## config.mk

```make
export PLATFORM = sky130hd
export DESIGN_NAME = ysyx_22041461_mem_arbiter
export DESIGN_NICKNAME = d
export VERILOG_FILES = /design/src/rtl/ysyx_22041461_mem_arbiter.sv
export SDC_FILE = /design/constraint.sdc
export NUM_CORES = 1
export LEC_CHECK = 0
export ABC_AREA = 1
export CORE_AREA = 2 2 196 198
export CTS_BUF_LIST = sky130_fd_sc_hd__clkbuf_4
export DETAILED_ROUTE_END_ITERATION = 10
export DIE_AREA = 0 0 198 200
export DONT_BUFFER_PORTS = 1
export SLEW_MARGIN = 20
export SYNTH_ARGS = -nofsm -noshare
export SYNTH_HDL_FRONTEND = slang
export SYNTH_SLANG_ARGS = --single-unit
```

## constraint.sdc

```tcl
create_clock -name clk -period 9.3 [get_ports clk]
set_clock_uncertainty 0.05 [all_clocks]
set_input_delay 1.86 -clock clk [delete_from_list [all_inputs] [get_ports clk]]
set_output_delay 1.86 -clock clk [all_outputs]
set_load 0.1 [all_outputs]
```

## src/rtl/ysyx_22041461_mem_arbiter.sv

```systemverilog
// ysyx_22041461_mem_arbiter
//   Shares one memory bus port between the instruction fetch (IF) and the
//   load/store (MEM) requesters. One bus transaction is in flight at a time.
//   MEM has priority, but a starvation counter forces an IF grant after
//   STARVE_MAX consecutive MEM grants made while IF was waiting.
//
// Ports
//   clk, rst              clock; asynchronous active-high reset
//   if_req_*/if_addr      fetch request handshake and address
//   if_resp_valid/rdata   one-cycle fetch response pulse, 32-bit instruction
//   if_flush              drop the outstanding fetch response
//   mem_req_*/mem_*       load/store request handshake and fields
//   mem_resp_valid/rdata  one-cycle load/store completion pulse, 64-bit data
//   bus_*                 shared downstream port (request + response)
module ysyx_22041461_mem_arbiter #(
  parameter int unsigned STARVE_MAX = 2
) (
  input  logic        clk,
  input  logic        rst,
  // fetch side
  input  logic        if_req_valid,
  output logic        if_req_ready,
  input  logic [63:0] if_addr,
  output logic        if_resp_valid,
  output logic [31:0] if_rdata,
  input  logic        if_flush,
  // load/store side
  input  logic        mem_req_valid,
  output logic        mem_req_ready,
  input  logic [63:0] mem_addr,
  input  logic        mem_wen,
  input  logic [63:0] mem_wdata,
  input  logic [7:0]  mem_wmask,
  output logic        mem_resp_valid,
  output logic [63:0] mem_rdata,
  // shared bus
  output logic        bus_req_valid,
  input  logic        bus_req_ready,
  output logic [63:0] bus_addr,
  output logic        bus_wen,
  output logic [63:0] bus_wdata,
  output logic [7:0]  bus_wmask,
  input  logic        bus_resp_valid,
  input  logic [63:0] bus_rdata
);

  localparam int unsigned CntW = $clog2(STARVE_MAX + 1) + 1;

  localparam logic [1:0] StIdle = 2'd0;
  localparam logic [1:0] StReq  = 2'd1;
  localparam logic [1:0] StWait = 2'd2;

  logic [1:0]      r_state, w_state_nxt;
  logic [CntW-1:0] r_starve;
  logic            r_owner_if;  // 1: transaction in flight belongs to IF
  logic            r_drop;
  logic [63:0]     r_addr;
  logic            r_wen;
  logic [63:0]     r_wdata;
  logic [7:0]      r_wmask;
  logic            r_if_resp_valid;
  logic            r_mem_resp_valid;
  logic [31:0]     r_if_rdata;
  logic [63:0]     r_mem_rdata;

  logic w_idle;
  logic w_starved;
  logic w_if_win;
  logic w_mem_win;
  logic w_resp;

  assign w_idle    = (r_state == StIdle);
  assign w_starved = (r_starve >= CntW'(STARVE_MAX));
  // MEM wins unless IF has been passed over STARVE_MAX times in a row
  assign w_if_win  = w_idle && if_req_valid && (!mem_req_valid || w_starved);
  assign w_mem_win = w_idle && mem_req_valid && !w_if_win;
  // Responses are only meaningful while waiting; anything else is ignored
  assign w_resp    = (r_state == StWait) && bus_resp_valid;

  always_comb begin
    w_state_nxt = r_state;
    case (r_state)
      StIdle:  if (w_if_win || w_mem_win) w_state_nxt = StReq;
      StReq:   if (bus_req_ready) w_state_nxt = StWait;
      StWait:  if (bus_resp_valid) w_state_nxt = StIdle;
      default: w_state_nxt = StIdle;
    endcase
  end

  always_ff @(posedge clk or posedge rst) begin
    if (rst) begin
      r_state <= StIdle;
    end else begin
      r_state <= w_state_nxt;
    end
  end

  // Holding registers: the bus is driven from these only, so it stays stable
  // for the whole REQ phase regardless of what the requesters do.
  always_ff @(posedge clk or posedge rst) begin
    if (rst) begin
      r_owner_if <= 1'b0;
      r_addr     <= '0;
      r_wen      <= 1'b0;
      r_wdata    <= '0;
      r_wmask    <= '0;
    end else if (w_if_win) begin
      r_owner_if <= 1'b1;
      r_addr     <= if_addr;
      r_wen      <= 1'b0;
      r_wdata    <= '0;
      r_wmask    <= '0;
    end else if (w_mem_win) begin
      r_owner_if <= 1'b0;
      r_addr     <= mem_addr;
      r_wen      <= mem_wen;
      r_wdata    <= mem_wdata;
      r_wmask    <= mem_wmask;
    end
  end

  // Counts MEM grants that bypassed a waiting IF; never exceeds STARVE_MAX
  // because a saturated count hands the next contested grant to IF.
  always_ff @(posedge clk or posedge rst) begin
    if (rst) begin
      r_starve <= '0;
    end else if (w_idle) begin
      if (w_if_win || !if_req_valid) begin
        r_starve <= '0;
      end else if (w_mem_win) begin
        r_starve <= r_starve + CntW'(1);
      end
    end
  end

  // Fetch drop flag: a flushed fetch still finishes on the bus but returns
  // nothing to the core.
  always_ff @(posedge clk or posedge rst) begin
    if (rst) begin
      r_drop <= 1'b0;
    end else if (w_resp) begin
      r_drop <= 1'b0;
    end else if (!w_idle && r_owner_if && if_flush) begin
      r_drop <= 1'b1;
    end
  end

  always_ff @(posedge clk or posedge rst) begin
    if (rst) begin
      r_if_resp_valid  <= 1'b0;
      r_mem_resp_valid <= 1'b0;
      r_if_rdata       <= '0;
      r_mem_rdata      <= '0;
    end else begin
      // A flush arriving with the response itself also kills the pulse
      r_if_resp_valid  <= w_resp && r_owner_if && !r_drop && !if_flush;
      r_mem_resp_valid <= w_resp && !r_owner_if;
      if (w_resp && r_owner_if) begin
        r_if_rdata <= r_addr[2] ? bus_rdata[63:32] : bus_rdata[31:0];
      end
      if (w_resp && !r_owner_if) begin
        r_mem_rdata <= bus_rdata;
      end
    end
  end

  // Ready is gated by rst so nothing is accepted while reset is applied
  assign if_req_ready   = w_if_win && !rst;
  assign mem_req_ready  = w_mem_win && !rst;
  // Flush in the pulse cycle suppresses the pulse combinationally
  assign if_resp_valid  = r_if_resp_valid && !if_flush;
  assign if_rdata       = r_if_rdata;
  assign mem_resp_valid = r_mem_resp_valid;
  assign mem_rdata      = r_mem_rdata;

  assign bus_req_valid  = (r_state == StReq);
  assign bus_addr       = r_addr;
  assign bus_wen        = r_wen;
  assign bus_wdata      = r_wdata;
  assign bus_wmask      = r_wmask;

endmodule

```

==> summary.md, run 1 <==
| Metric | Value |
|---|---|
| Hold crit path type | `flip-flop to flip-flop` |
| Setup_tns | `0 ps` |
| Status | `finished clean` |
| Area after DPL | `10770 um2` |
| Worst setup EP type | `primary output` |
| Fillers | `3976` |
| Register area share after synthesis | `0.5770` |
| Critical path launch point type | `primary input` |
| Worst Setup Path Type | `primary input to primary output` |
| Tightest Pin Transition | `1059 ps` |
| H-tree Lvls | `3` |
| Final #Nets | `1505` |
| Initial antenna violation count | `3` |
| DR vias/cell | `4.928` |
| Non-filler instance count after layout | `1801` |
| DPL Wire Length | `23370 um` |
| GRT Overall Usage | `0.1687` |
| Most common cell after layout, fill and taps aside | `nand2_1` |
| Met1 usage | `0.1890` |
| Synth Cell Area | `10500 um2` |
| Post-synth top area share | `0.5770` |
| Clk_lat worst skew | `720 ps` |
| Initial core utilization | `0.2806` |
| Worst Path Max Fanout | `58` |
| Post-CTS Setup Inserts | `0` |
| Detailed Route WL | `34660 um` |
| Worst EP required | `7390 ps` |
| Register area | `6061 um2` |
| Syn avg cell area | `8.471 um2` |
| Num ports | `510` |
| # setup viols final | `0` |
| Root Buffer | `clkbuf_4` |
| DP Cell Count | `1672` |
| Synth area leader | `dfrtp_1` |
| GRT overflow | `0` |
| TritonRoute pass-1 iters | `6` |
| Die width | `198 um` |
| CTS resizes | `0` |
| Minimum clock period | `5416 ps` |
| Die Span Y | `200 um` |
| GP Congestion | `0.7926` |
| Met3 Track Usage GR | `0.08653` |
| Die ar. | `39600 um2` |
| Most frequent cells in the layout | `471 x nand2_1, 267 x nand3_1, 240 x dfrtp_1, 99 x clkbuf_4, 84 x o21ai_0` |
| CP arrival | `3510 ps` |
| Cts bufs inserted | `69` |
| Share of cells above drive strength 1 | `0.1142` |
| Area of the multi-input gates | `3790 um2` |
| Top cells by area, synth | `dfrtp_1 58%, nand2_1 17%, nand3_1 13%` |
| Number of global-route vias before repair | `8626` |
| Via count | `8875` |
| CTS clk-pin slew, worst paths | `60 ps` |
| Antenna-violating nets left | `0` |
| IO buf count | `0` |
| Fmax | `184.6 MHz` |
| Max-cap check violation count | `0` |
| Final worst-path cycle share | `0.5824` |
| FP Rows | `71` |
| Gate Count Post-Synth | `1239` |
| Core Box Area | `37400 um2` |
| Met2 Resource Use GR | `0.2656` |
| CTS sink cnt | `242` |
| CTS tree | `yes` |
| Design area | `11690 um2` |
| Mapped Nets | `1512` |
| Most Crowded Layer GR | `met2` |
| Yosys cell types | `23` |
| Ys Warns | `0` |
| Hold-fix buffers, CTS | `0` |
| Initial DRC count | `493` |
| Largest net degree at the start of global routing | `98` |
| Seq cells post-synth | `242` |
| Final Max Slew Viols | `0` |
| Synth-to-layout area growth | `11.37%` |
| DRC Markers | `0` |
| Routed wire per std cell | `19.24 um` |
| CTS Buffer Depth | `3` |
| Relative slew slack | `0.2932` |
| First-pass GRT wire length | `50920 um` |
| Final Hold Viols | `0` |
| RSZ-0062 raised after global routing | `false` |
-- kinds of logic after synthesis --
| family | count (synthesis) | share of synthesized area |
|---|---|---|
| xor+xnor | 1 | 0.0008347 |
| fa+ha+maj | 1 | 0.001192 |
| simple gates | 756 | 0.3057 |
| flops | 242 | 0.5770 |
| compound gates | 103 | 0.05007 |
| buf+inv | 136 | 0.06521 |
-- layout make-up --
type                            count  area share
Inverter                           44     0.01477
Tap cell                          511     0.05470
Clock buffer                       99     0.06358
Clock inverter                     27     0.01456
Multi-Input combinational cell    861      0.3242
Antenna cell                        3   0.0006423
Sequential cell                   242      0.5185
Timing Repair Buffer               14    0.008992
-- synth_stat cells --
library cell and instances:
nor2_4 2, buf_1 7, nand2_1 472, nor3_2 1, inv_2 4, nor2_2 3
o31ai_1 2, clkbuf_2 1, xor2_1 1, nand2_2 3, clkbuf_1 17, inv_1 40
o21ai_2 1, o21ai_1 15, buf_2 42, a31oi_1 1, o21ai_0 84, buf_4 18
dfrtp_1 242, nor2_1 8, buf_6 7, nand3_1 267, ha_1 1
-- per-stage QoR --
stage                     hold slack [ps]  worst slack, ps    util
after global routing                420.7             3794  0.3125
final                               402.2             3884  0.3125
after detailed placement            392.3             3883  0.2879
after CTS                           400.4             3885  0.3123
after global placement              386.5             3895  0.2879
after floorplan                     368.4            745.2       -
-- worst max-delay path: stages --
cell and delay (ps):
inv_1 90, nor2_4 60, nand2_4 510, nand2_1 140, nor2_2 830
-- final timing paths --
check	from	to	slack, ps	cells past startpoint
min	r_drop	r_if_resp_valid	400	1
max	if_req_valid	mem_req_ready	3880	5
max in group asynchronous	rst	bus_addr[2]	6650	2
max reg2reg	r_owner_if	if_rdata[19]	6370	6
min reg2reg	r_drop	r_if_resp_valid	400	1
min in group asynchronous	rst	r_owner_if	1050	1
-- layer usage --
metal	vias to the layer above	share of wire
li1	4039	-
met1	4265	0.36
met2	493	0.47
met3	78	0.13
met4	0	0.034
met5	-	0
-- registers in the layout, summed over array words and instances (netlist names) --
| register | flops |
|---|---|
| bus_addr | 64 |
| bus_wdata | 64 |
| bus_wen | 1 |
| bus_wmask | 8 |
| if_rdata | 32 |
| mem_rdata | 64 |
| mem_resp_valid | 1 |
| r_drop | 1 |
| r_if_resp_valid | 1 |
| r_owner_if | 1 |
| r_starve | 3 |
| r_state | 2 |
Power of run 1 is not shown: default switching activity piles up to over one toggle a cycle in this logic, so the estimate is an artifact.
==> inputs of run 2 (changes only) <==
==> constraint.sdc (replaced) <==
create_clock -name clk -period 5.5 [get_ports clk]
set_clock_uncertainty 0.05 [all_clocks]
set_input_delay 1.1 -clock clk [delete_from_list [all_inputs] [get_ports clk]]
set_output_delay 1.1 -clock clk [all_outputs]
set_load 0.1 [all_outputs]
==> run 2 against run 1 <==
Against the previous run:
- sequential share of layout area decreased by 0.20 points
- final area increased by 0.34%
- critical path depth increased by 2
- sequential cell count unchanged
- critical path type is now flip-flop to primary output
- highest routed layer unchanged
==> summary.md, run 2 (same netlist as run 1, synthesis figures left out) <==
| Metric | Value |
|---|---|
| Status | `finished clean` |
| Worst Setup Path Type | `flip-flop to primary output` |
| Clk_lat worst skew | `700 ps` |
| Non-filler instance count after layout | `1806` |
| Largest net degree at the start of global routing | `129` |
| Cts bufs inserted | `72` |
| Hold crit path type | `primary input to asynchronous set/reset pin` |
| Detailed Route WL | `34490 um` |
| Final worst-path cycle share | `0.6910` |
| Die Span Y | `200 um` |
| CTS tree | `yes` |
| Post-CTS Setup Inserts | `0` |
| GRT overflow | `0` |
| Num ports | `510` |
| Final #Nets | `1510` |
| Most common cell after layout, fill and taps aside | `nand2_1` |
| Initial core utilization | `0.2806` |
| Hold-fix buffers, CTS | `0` |
| CTS Buffer Depth | `3` |
| Root Buffer | `clkbuf_4` |
| FP Rows | `71` |
| IO buf count | `0` |
| Core Util, Final | `0.3136` |
| CTS clk-pin slew, worst paths | `70 ps` |
| Max-cap check violation count | `0` |
| Worst setup EP type | `primary output` |
| Fmax | `263.1 MHz` |
| Final Max Slew Viols | `0` |
| Die width | `198 um` |
| Die ar. | `39600 um2` |
| GP Congestion | `0.8081` |
| RSZ-0062 raised after global routing | `false` |
| Critical path launch point type | `flip-flop` |
| Share of cells above drive strength 1 | `0.1164` |
| Initial DRC count | `465` |
| DR vias/cell | `4.847` |
| TritonRoute pass-1 iters | `5` |
| Tightest Pin Transition | `1150 ps` |
| Most frequent cells in the layout | `471 x nand2_1, 267 x nand3_1, 240 x dfrtp_1, 100 x clkbuf_4, 84 x o21ai_0` |
| Core Box Area | `37400 um2` |
| Worst r2r path cells | `7` |
| DRC Markers | `0` |
| Relative slew slack | `0.2325` |
| Synth-to-layout area growth | `11.75%` |
| CTS sink cnt | `242` |
| Initial antenna violation count | `3` |
| Final Hold Viols | `0` |
| # setup viols final | `0` |
| Antenna-violating nets left | `0` |
| Routed wire per std cell | `19.10 um` |
| Minimum clock period | `3800 ps` |
| Worst EP required | `4350 ps` |
| Via count | `8754` |
| CP arrival | `2650 ps` |
| CTS resizes | `0` |
| H-tree Lvls | `3` |
| Hold WS | `181.9 ps` |
| Setup_tns | `0 ps` |
| Worst Path Max Fanout | `72` |
| First-pass GRT wire length | `50780 um` |
| Number of global-route vias before repair | `8718` |
| DP Cell Count | `1674` |
| GRT Overall Usage | `0.1671` |
| DPL Wire Length | `23710 um` |
## run 2: cell types whose count changed in the layout (fill, tap and decap cells not counted)
cell,previous run,this run
inv_2,6,7
dfrtp_4,1,0
diode_2,3,6
clkbuf_4,99,100
clkinv_1,15,14
inv_8,1,0
clkinvlp_4,1,2
clkinv_4,1,0
buf_12,0,2
dfrtp_2,1,2
## run 2: metal layers
layer	share of wire	track usage	routed length, um
met5	0	0	0
met1	0.37	0.1906	12860
met4	0.036	0.08493	1252
met3	0.12	0.07745	4078
met2	0.47	0.2638	16300
## run 2: metrics by stage
stage          setup slack [ps]  cell area, um2
2_1_floorplan              1174           10500
5_1_grt                    1429           11720
6_report                   1700           11730
4_1_cts                    1545           11710
3_3_place_gp               1997           10800
3_5_place_dp               1964           10800
## run 2: worst paths after layout
check	start	to	slack, ps
max reg2reg	r_state[1]	bus_wdata[12]	2980
max	r_state[1]	mem_req_ready	1700
min	rst	bus_wdata[46]	180
max in group asynchronous	rst	mem_rdata[10]	4120
min reg2reg	r_drop	r_if_resp_valid	390
min in group clk	r_drop	r_if_resp_valid	390
## run 2: worst max-delay path, cell delays in order (launching register included)
cell     delay [ps]
dfrtp_1         420
inv_2            70
nand2_2         240
nor2_4           70
nand2_4         560
nand2_1         150
nor2_2          120
buf_4           300
## run 2: layout make-up
class                      instances  area, um2
tap                              511      639.4
multi-input combinational        861       3790
clock inverter                    26      161.4
clock buffer                     100      750.7
sequential                       242       6058
inverter                          44      168.9
antenna                            6      15.01
timing repair buffer              16      145.1
fill                            3973      25670
Power of run 2 is left out for the same reason.
